--- src/rtl/fat32_volume_mount_if.sv ---
// SD-controller sector-read handshake between the FAT32 mount front end and sd_card_controller.
interface fat32_volume_mount_if;
  logic        sd_init;
  logic        sd_rd_req;
  logic [31:0] sd_addr;
  logic [7:0]  sd_byte;
  logic        sd_byte_valid;
  logic        sd_block_done;
  logic        sd_busy;

  modport master (output sd_init, sd_rd_req, sd_addr,
                  input  sd_byte, sd_byte_valid, sd_block_done, sd_busy);
  modport slave  (input  sd_init, sd_rd_req, sd_addr,
                  output sd_byte, sd_byte_valid, sd_block_done, sd_busy);
endinterface

--- src/rtl/fat32_volume_mount.sv ---
// FAT32 volume mount: SD init, MBR read, partition select, VBR read, geometry publish.
// State advances on the falling clock edge so the rising-edge SD controller sees stable requests.
module fat32_volume_mount #(
  parameter int PART_INDEX     = 0,
  parameter int SECTOR_BYTES   = 512,
  parameter int TIMEOUT_CYCLES = 1_000_000
) (
  input  logic                 clk,
  input  logic                 rst_n,
  input  logic                 execute,
  fat32_volume_mount_if.master sd,
  output logic                 busy,
  output logic                 done,
  output logic                 error,
  output logic [2:0]           err_code,
  output logic [31:0]          fat_begin_lba,
  output logic [31:0]          cluster_begin_lba,
  output logic [31:0]          root_cluster,
  output logic [7:0]           sectors_per_cluster
);
  localparam int CW = $clog2(SECTOR_BYTES + 1);
  localparam int PE = 446 + 16 * PART_INDEX;

  localparam logic [2:0] E_NONE  = 3'd0, E_TMO  = 3'd1, E_MBR  = 3'd2, E_TYPE = 3'd3,
                         E_VBR   = 3'd4, E_BPS  = 3'd5, E_SHORT = 3'd6, E_SPC = 3'd7;

  typedef enum logic [3:0] {
    IDLE, INIT_REQ, INIT_WAIT, MBR_REQ, MBR_READ, MBR_CHECK,
    VBR_REQ, VBR_READ, VBR_CHECK, CALC, DONE, FAIL
  } state_t;

  state_t          state, state_d;
  logic [2:0]      fail_code;
  logic            start, rd_go, byte_stb, timed;
  logic [CW-1:0]   byte_cnt, cnt_next;
  logic [31:0]     tmo_cnt;
  logic            busy_q, init_q, rd_req_q;
  logic [31:0]     addr_q;

  logic [7:0]      part_type, sig0, sig1, spc_q, nfats;
  logic [31:0]     part_lba, fat_size, root_q;
  logic [15:0]     bps, rsvd;
  logic [31:0]     fb_acc, cl_acc;
  logic [7:0]      fat_cnt;

  assign sd.sd_init   = init_q;
  assign sd.sd_rd_req = rd_req_q;
  assign sd.sd_addr   = addr_q;

  always_comb begin
    state_d   = state;
    fail_code = E_NONE;
    start     = 1'b0;
    rd_go     = 1'b0;
    timed     = 1'b0;
    byte_stb  = sd.sd_byte_valid && (byte_cnt < CW'(SECTOR_BYTES));
    cnt_next  = byte_cnt + CW'(byte_stb);
    case (state)
      IDLE, DONE, FAIL: if (execute) begin start = 1'b1; state_d = INIT_REQ; end
      INIT_REQ:  state_d = INIT_WAIT;
      INIT_WAIT: begin
        timed = 1'b1;
        if (busy_q && !sd.sd_busy) state_d = MBR_REQ;
      end
      MBR_REQ, VBR_REQ: begin
        timed = 1'b1;
        if (!sd.sd_busy) begin
          rd_go   = 1'b1;
          state_d = (state == MBR_REQ) ? MBR_READ : VBR_READ;
        end
      end
      MBR_READ, VBR_READ: begin
        timed = 1'b1;
        // A byte arriving with block_done is counted before the length check.
        if (sd.sd_block_done) begin
          if (cnt_next != CW'(SECTOR_BYTES)) begin
            state_d = FAIL; fail_code = E_SHORT;
          end else begin
            state_d = (state == MBR_READ) ? MBR_CHECK : VBR_CHECK;
          end
        end
      end
      MBR_CHECK: begin
        if (sig0 != 8'h55 || sig1 != 8'hAA) begin
          state_d = FAIL; fail_code = E_MBR;
        end else if (part_type != 8'h0B && part_type != 8'h0C) begin
          state_d = FAIL; fail_code = E_TYPE;
        end else begin
          state_d = VBR_REQ;
        end
      end
      VBR_CHECK: begin
        if (sig0 != 8'h55 || sig1 != 8'hAA) begin
          state_d = FAIL; fail_code = E_VBR;
        end else if (bps != 16'(SECTOR_BYTES)) begin
          state_d = FAIL; fail_code = E_BPS;
        end else if (spc_q == 8'd0 || (spc_q & (spc_q - 8'd1)) != 8'd0) begin
          state_d = FAIL; fail_code = E_SPC;
        end else begin
          state_d = CALC;
        end
      end
      CALC:    if (fat_cnt == 8'd0) state_d = DONE;
      default: state_d = IDLE;
    endcase
    if (timed && state_d == state && (tmo_cnt + 32'd1) >= 32'(TIMEOUT_CYCLES)) begin
      state_d   = FAIL;
      fail_code = E_TMO;
    end
  end

  always_ff @(negedge clk or negedge rst_n) begin
    if (!rst_n) state <= IDLE;
    else        state <= state_d;
  end

  always_ff @(negedge clk or negedge rst_n) begin
    if (!rst_n) begin
      busy <= 1'b0; done <= 1'b0; error <= 1'b0; err_code <= E_NONE;
      init_q <= 1'b0; rd_req_q <= 1'b0; addr_q <= '0; busy_q <= 1'b0;
      tmo_cnt <= '0; byte_cnt <= '0;
      fat_begin_lba <= '0; cluster_begin_lba <= '0; root_cluster <= '0; sectors_per_cluster <= '0;
      part_type <= '0; part_lba <= '0; sig0 <= '0; sig1 <= '0;
      bps <= '0; spc_q <= '0; rsvd <= '0; nfats <= '0; fat_size <= '0; root_q <= '0;
      fb_acc <= '0; cl_acc <= '0; fat_cnt <= '0;
    end else begin
      busy     <= !(state_d inside {IDLE, DONE, FAIL});
      done     <= (state == CALC) && (state_d == DONE);
      error    <= (state_d == FAIL);
      init_q   <= (state == INIT_REQ);
      rd_req_q <= rd_go;
      busy_q   <= sd.sd_busy;
      tmo_cnt  <= (state_d != state) ? 32'd0 : (timed ? tmo_cnt + 32'd1 : tmo_cnt);

      if (start) begin
        err_code <= E_NONE; addr_q <= '0;
        fat_begin_lba <= '0; cluster_begin_lba <= '0; root_cluster <= '0; sectors_per_cluster <= '0;
      end
      if (state_d == FAIL && state != FAIL) begin
        err_code <= fail_code;
        fat_begin_lba <= '0; cluster_begin_lba <= '0; root_cluster <= '0; sectors_per_cluster <= '0;
      end

      if (rd_go) begin
        addr_q   <= (state == VBR_REQ) ? part_lba : 32'd0;
        byte_cnt <= '0;
      end else if (state == MBR_READ || state == VBR_READ) begin
        byte_cnt <= cnt_next;
      end

      if ((state == MBR_READ || state == VBR_READ) && byte_stb) begin
        if (byte_cnt == CW'(510)) sig0 <= sd.sd_byte;
        if (byte_cnt == CW'(511)) sig1 <= sd.sd_byte;
      end
      if (state == MBR_READ && byte_stb) begin
        if (byte_cnt == CW'(PE + 4)) part_type <= sd.sd_byte;
        for (int b = 0; b < 4; b++)
          if (byte_cnt == CW'(PE + 8 + b)) part_lba[8*b +: 8] <= sd.sd_byte;
      end
      if (state == VBR_READ && byte_stb) begin
        if (byte_cnt == CW'(13)) spc_q <= sd.sd_byte;
        if (byte_cnt == CW'(16)) nfats <= sd.sd_byte;
        for (int b = 0; b < 2; b++) begin
          if (byte_cnt == CW'(11 + b)) bps[8*b +: 8]  <= sd.sd_byte;
          if (byte_cnt == CW'(14 + b)) rsvd[8*b +: 8] <= sd.sd_byte;
        end
        for (int b = 0; b < 4; b++) begin
          if (byte_cnt == CW'(36 + b)) fat_size[8*b +: 8] <= sd.sd_byte;
          if (byte_cnt == CW'(44 + b)) root_q[8*b +: 8]   <= sd.sd_byte;
        end
      end

      // cluster_begin accumulates one FAT copy per CALC cycle instead of a multiplier.
      if (state == VBR_CHECK) begin
        fb_acc  <= part_lba + {16'd0, rsvd};
        cl_acc  <= part_lba + {16'd0, rsvd};
        fat_cnt <= nfats;
      end else if (state == CALC && fat_cnt != 8'd0) begin
        cl_acc  <= cl_acc + fat_size;
        fat_cnt <= fat_cnt - 8'd1;
      end
      if (state == CALC && state_d == DONE) begin
        fat_begin_lba       <= fb_acc;
        cluster_begin_lba   <= cl_acc;
        root_cluster        <= root_q;
        sectors_per_cluster <= spc_q;
      end
    end
  end
endmodule

--- src/flat_wrapper.sv ---
// flat-port wrapper written by rule: the top's interface ports become plain ports
module fat32_volume_mount_flat 
#(
  parameter int PART_INDEX     = 0,
  parameter int SECTOR_BYTES   = 512,
  parameter int TIMEOUT_CYCLES = 1_000_000
)
  (clk, rst_n, execute, busy, done, error, err_code, fat_begin_lba, cluster_begin_lba, root_cluster, sectors_per_cluster, sd_sd_init, sd_sd_rd_req, sd_sd_addr, sd_sd_byte, sd_sd_byte_valid, sd_sd_block_done, sd_sd_busy);
  fat32_volume_mount_if sd_i ();
  input  logic clk;
  input  logic rst_n;
  input  logic execute;
  output logic busy;
  output logic done;
  output logic error;
  output logic [2:0] err_code;
  output logic [31:0] fat_begin_lba;
  output logic [31:0] cluster_begin_lba;
  output logic [31:0] root_cluster;
  output logic [7:0] sectors_per_cluster;
  output wire logic [$bits(sd_i.sd_init)-1:0] sd_sd_init;
  output wire logic [$bits(sd_i.sd_rd_req)-1:0] sd_sd_rd_req;
  output wire logic [$bits(sd_i.sd_addr)-1:0] sd_sd_addr;
  input wire logic [$bits(sd_i.sd_byte)-1:0] sd_sd_byte;
  input wire logic [$bits(sd_i.sd_byte_valid)-1:0] sd_sd_byte_valid;
  input wire logic [$bits(sd_i.sd_block_done)-1:0] sd_sd_block_done;
  input wire logic [$bits(sd_i.sd_busy)-1:0] sd_sd_busy;
  assign sd_sd_init = sd_i.sd_init;
  assign sd_sd_rd_req = sd_i.sd_rd_req;
  assign sd_sd_addr = sd_i.sd_addr;
  assign sd_i.sd_byte = sd_sd_byte;
  assign sd_i.sd_byte_valid = sd_sd_byte_valid;
  assign sd_i.sd_block_done = sd_sd_block_done;
  assign sd_i.sd_busy = sd_sd_busy;
  fat32_volume_mount #(.PART_INDEX(PART_INDEX), .SECTOR_BYTES(SECTOR_BYTES), .TIMEOUT_CYCLES(TIMEOUT_CYCLES)) u_core (.clk(clk), .rst_n(rst_n), .execute(execute), .sd(sd_i), .busy(busy), .done(done), .error(error), .err_code(err_code), .fat_begin_lba(fat_begin_lba), .cluster_begin_lba(cluster_begin_lba), .root_cluster(root_cluster), .sectors_per_cluster(sectors_per_cluster));
endmodule
--- config.mk ---
export PLATFORM = sky130hd
export DESIGN_NAME = fat32_volume_mount_flat
export DESIGN_NICKNAME = d
export VERILOG_FILES = /design/src/rtl/fat32_volume_mount_if.sv /design/src/rtl/fat32_volume_mount.sv /design/src/flat_wrapper.sv
export SDC_FILE = /design/constraint.sdc
export NUM_CORES = 1
export LEC_CHECK = 0
export ABC_AREA = 1
export CAP_MARGIN = 30
export CELL_PAD_IN_SITES_DETAIL_PLACEMENT = 1
export CELL_PAD_IN_SITES_GLOBAL_PLACEMENT = 2
export CORE_MARGIN = 3
export CORE_UTILIZATION = 35
export CTS_CLUSTER_SIZE = 20
export DETAILED_ROUTE_END_ITERATION = 7
export GPL_TIMING_DRIVEN = 1
export PLACE_DENSITY_LB_ADDON = 0.3
export SLEW_MARGIN = 20
export SYNTH_ARGS = -nofsm -noshare
export SYNTH_HDL_FRONTEND = slang
export SYNTH_SLANG_ARGS = --single-unit
export TNS_END_PERCENT = 20
--- constraint.sdc ---
create_clock -name clk -period 3.8 [get_ports clk]
set_input_delay 0.95 -clock clk [delete_from_list [all_inputs] [get_ports clk]]
set_output_delay 0.95 -clock clk [all_outputs]
set_load 0.02 [all_outputs]
=== After elaboration in Yosys (flattened, before gate mapping) ===
Index checks and enable logic that the tools add are counted.

* Add/subtract/negate cells: 6
* Order comparisons: 2
* Equal/unequal tests: 43
* Multiplexer cells: 49
* Bitwise logic cells: 1
* Reductions and logical operators: 54

{| class="wikitable"
|+ Operators by type and width
! kind !! count
|-
| $mux W32 || 11
|-
| $eq A10 B6 Y1 const B || 8
|-
| $eq A10 B9 Y1 const B || 7
|-
| $eq A10 B4 Y1 const B || 5
|-
| $mux W4 || 12
|-
| $reduce_and A2 Y1 || 21
|-
| $mux W8 || 5
|-
| $add A32 B1 Y32 const B || 1
|-
| $add A32 B16 Y32 || 1
|-
| $add A32 B32 Y32 || 1
|-
| $ge A32 B20 Y1 const B || 1
|-
| $pmux W4 S8 || 1
|-
| $mux W3 || 9
|-
| $eq A4 B4 Y1 const B || 6
|-
| $mux W10 || 2
|-
| $eq A4 B3 Y1 const B || 4
|-
| $logic_not A8 Y1 || 2
|-
| $ne A16 B10 Y1 const B || 1
|-
| $ne A8 B4 Y1 const B || 2
|-
| $reduce_bool A8 Y1 || 2
|-
| $sub A8 B1 Y8 const B || 2
|-
| $logic_and A1 B1 Y1 || 11
|-
| $add A10 B1 Y10 || 1
|-
| $eq A10 B5 Y1 const B || 1
|-
| 21 further kinds || 38
|}

* Register bits after elaboration: 431
* Input port bits: 14
* Output and inout bits: 144
* Word-level logic and storage cells: 194

=== Depth between registers and ports, before layout ===
* Depth after elaboration: 16
* Depth in mapped cells: 25
* Gate-level depth less buffers: 23

==> results_dict.tcl <==
set metrics [dict create \
    grt_max_degree 98 \
    worstHoldEndpoint "u_core.fat_begin_lba[15]" \
    grt_pass1_wl_um 120000 \
    area_growth_pct 30.6 \
    cts_tree "built" \
    syn_nets 2716 \
    crit_type "primary input to flip-flop" \
    max_stage_delay_ns 0.19 \
    antenna_cells 0 \
    required_ns 2.32 \
    nets 3017 \
    rows 89 \
    crit_family "simple AND/OR/NAND/NOR gates" \
    wl_per_cell_um 20.2 \
    vias_per_cell 5.26 \
    worst_pin_slew_ns 0.923 \
    whs_path_depth 2 \
    worstSetupEndpointType "flip-flop" \
    fill_cells 7003 \
    regArea_sq_um 10800 \
    fp.dieW_um 253 \
    regToRegSetupSlack_ns 0.32 \
    slowest_stage "ha_4" \
    worstReg2RegStart "u_core.part_lba[0]" \
    clkTransAtPathRegs_ns 0.04 \
    drv_cap 0 \
    timing.rr.end "u_core.cl_acc[30]" \
    finalHoldViolCount 0 \
    io_pins 158 \
    p_per_area_nw_per_um2 521 \
    dp.cells 3639 \
    slew-limit-headroom 0.385 \
    drv_slew 0 \
    drc_errors 0 \
    yosysSeqAreaShare 0.507 \
    worstSkewPairLatency_ns 0.58 \
    drive_gt1_frac 0.181 \
    synth_cell_types 50 \
    power.leakage_nw 13.8 \
    grt_usage 0.238 \
    startpoint_type "primary input" \
    multi_input_area_sq_um 9570 \
    synth_area_sq_um 21300 \
    failed_checks "setup timing" \
    reg2reg_depth 16 \
    dp_hpwl_um 52200 \
    grt.overflow.total 0 \
    vias 19800 \
    place_congestion 0.887 \
    cp_cell_sequence "buf_6, nand2_4, inv_4, ha_4, ha_4, nand2_1, nand3_2, nor2_2, nand2_2, nor2_4, nand3_2, nand2_2, nand2_2, nand3_2, nand2_2, inv_4, nand4_4, o31ai_4, nand2_4, buf_6, buf_4, buf_12, nand4_1, nand2_1" \
    hp-start "u_core.fb_acc[15]" \
    cts.sinks 431 \
    rsz0062_at_grt "true" \
    status "complete, but fails checks" \
    irDropWorstVdd_mv 0.341 \
    clock_path_buffers 3 \
    cts_root_buffer "clkbuf_16" \
    core_region_area_sq_um 59600 \
    avgSynthCellArea_sq_um 8.04 \
    final_cell_count_no_fill 3757 \
    h-tree-depth 2 \
    worst-path-buf-inv 6 \
    layout_commonest_cell "nand2_1" \
    synthCells 2647 \
    hold_class "flip-flop to flip-flop" \
    fin_util 0.466 \
    grt_pass1_vias 20700 \
    worst_slack_ns -1.14 \
    drt_pass1_iterations 5 \
    yosysWarnings 0 \
    crit_top_cell "nand2_2" \
    die-area_sq_um 63800 \
    die_height_um 253 \
    worst-endpoint-arrival_ns 3.45 \
    antenna_found_initial 1 \
    io_buffers 157 \
    numCtsBuffers 50 \
    skew_ns 0.0123 \
    initial_utilization 0.357 \
    setup_viol 291 \
    drt_iter0_markers 996 \
    wl_um 76100 \
    antenna_left 0 \
    most-common-layout-cells "809 x nand2_1, 431 x dfrtn_1, 278 x o21ai_0" \
    cp_max_fo 19 \
    synth-seq-cells 431 \
]
==> worst register-to-register path: stages, from the launching register on <==
cell and delay, ns:
dfrtn_1 0.46, ha_1 0.19, inv_1 0.06, fa_1 0.35, inv_1 0.10, nand3_1 0.10
nand2_1 0.11, nand2_1 0.08, nand2_1 0.06, a21oi_1 0.10, o21ai_0 0.37, a21oi_1 0.26
nor2_1 0.36, nand3_1 0.15, o21ai_0 0.21, nand3_1 0.30, a31oi_1 0.24
==> area by class of cell <==
type	count	share of cell area
sequential	431	0.388
multi-input combinational	1916	0.344
timing repair buffer	370	0.147
clock buffer	76	0.0541
tap	773	0.0348
inverter	179	0.0247
clock inverter	12	0.00680
==> through the flow <==
stage               total power [mW]  instance area (sq um)  hold WS (ns)  setup TNS [ns]  setup slack, ns
floorplan                       7.27                  21300         0.405         -177.54            -1.18
global placement                8.56                  25100         0.417         -445.21            -1.96
detailed placement              8.66                  25100         0.424         -457.47            -2.03
CTS                             14.5                  27500         0.425         -216.54            -1.07
global route                    15.2                  27800         0.444         -211.61            -1.28
finish                          14.5                  27800         0.424         -181.42            -1.14
==> logic make-up after synthesis <==
group	share of synthesized area
buf+inv	0.0554
simple gates	0.279
compound gates	0.114
flops	0.507
xor+xnor	0.0111
fa+ha+maj	0.0331
==> where the power goes <==
group	total, mW	switching [mW]	leakage, nW	internal (mW)
sequential	5.26	0.334	5.92	4.93
combinational	4.20	2.54	7.02	1.67
clock	5.02	1.97	0.833	3.05
==> cells in the mapped netlist (all sizes together) <==
library cell | count | area, sq um
o22ai | 8 | 50.1
nand3b | 5 | 37.5
fa | 2 | 40.0
or2 | 9 | 56.3
and3 | 1 | 6.26
o31ai | 2 | 28.8
a211oi | 1 | 7.51
and2 | 1 | 6.26
o21ai | 283 | 1420
buf | 23 | 136
nor4 | 7 | 43.8
a31oi | 33 | 206
inv | 175 | 659
o21a | 3 | 22.5
a21boi | 2 | 15.0
nor3 | 28 | 140
clkinv | 4 | 15.0
a2bb2oi | 1 | 8.76
nand4 | 124 | 791
a221oi | 2 | 17.5
o21bai | 6 | 45.0
a311oi | 1 | 8.76
nand2 | 838 | 3180
a221o | 1 | 10.0
nand3 | 158 | 813
a21o | 5 | 37.5
dfrtn | 431 | 10800
o211ai | 3 | 22.5
clkbuf | 98 | 368
a21oi | 104 | 532
xnor2 | 10 | 87.6
ha | 53 | 663
xor2 | 17 | 149
nor2 | 208 | 867
==> metal layers <==
| layer | wire length, um | GRT usage |
|---|---|---|
| met4 | 1710 | 0.0569 |
| met1 | 34800 | 0.322 |
| met5 | 13 | 0 |
| met2 | 36200 | 0.401 |
| met3 | 3320 | 0.0406 |
==> worst max path at each step <==
stage                     start                      endpoint  slack [ns]  cells after the start
3_3_place_gp   sd_sd_byte_valid            u_core.tmo_cnt[31]       -1.96                     24
2_1_floorplan  sd_sd_byte_valid       u_core.root_cluster[10]       -1.18                     23
4_1_cts        sd_sd_byte_valid  u_core.cluster_begin_lba[22]       -1.07                     24
6_report       sd_sd_byte_valid       u_core.root_cluster[15]       -1.14                     24
5_1_grt        sd_sd_byte_valid  u_core.cluster_begin_lba[30]       -1.28                     24
3_5_place_dp   sd_sd_byte_valid  u_core.cluster_begin_lba[22]       -2.03                     23
==> what timing repair did <==
| item | in CTS | in global routing |
|---|---|---|
| hold buffers | 0 | 0 |
| hold endpoints to repair | 0 | 0 |
| gates cloned | 12 | 1 |
| endpoints found under the setup margin | 467 | 383 |
| buffers inserted | 15 | 2 |
| gates resized for setup | 361 | 458 |
| pin swaps | 23 | 37 |
==> state kept, by name (all words and copies together) (netlist names), 8 cells and up <==
name	count
u_core.rsvd	16
u_core.sectors_per_cluster	8
u_core.sig1	8
u_core.cl_acc	32
u_core.spc_q	8
u_core.root_q	32
u_core.cluster_begin_lba	32
u_core.byte_cnt	10
u_core.root_cluster	32
u_core.nfats	8
u_core.bps	16
u_core.fat_size	32
u_core.fat_cnt	8
u_core.sd.sd_addr	32
u_core.sig0	8
u_core.part_lba	32
u_core.part_type	8
u_core.fb_acc	32
u_core.fat_begin_lba	32
u_core.tmo_cnt	32
Note: power is estimated with default switching activity, not from simulation.
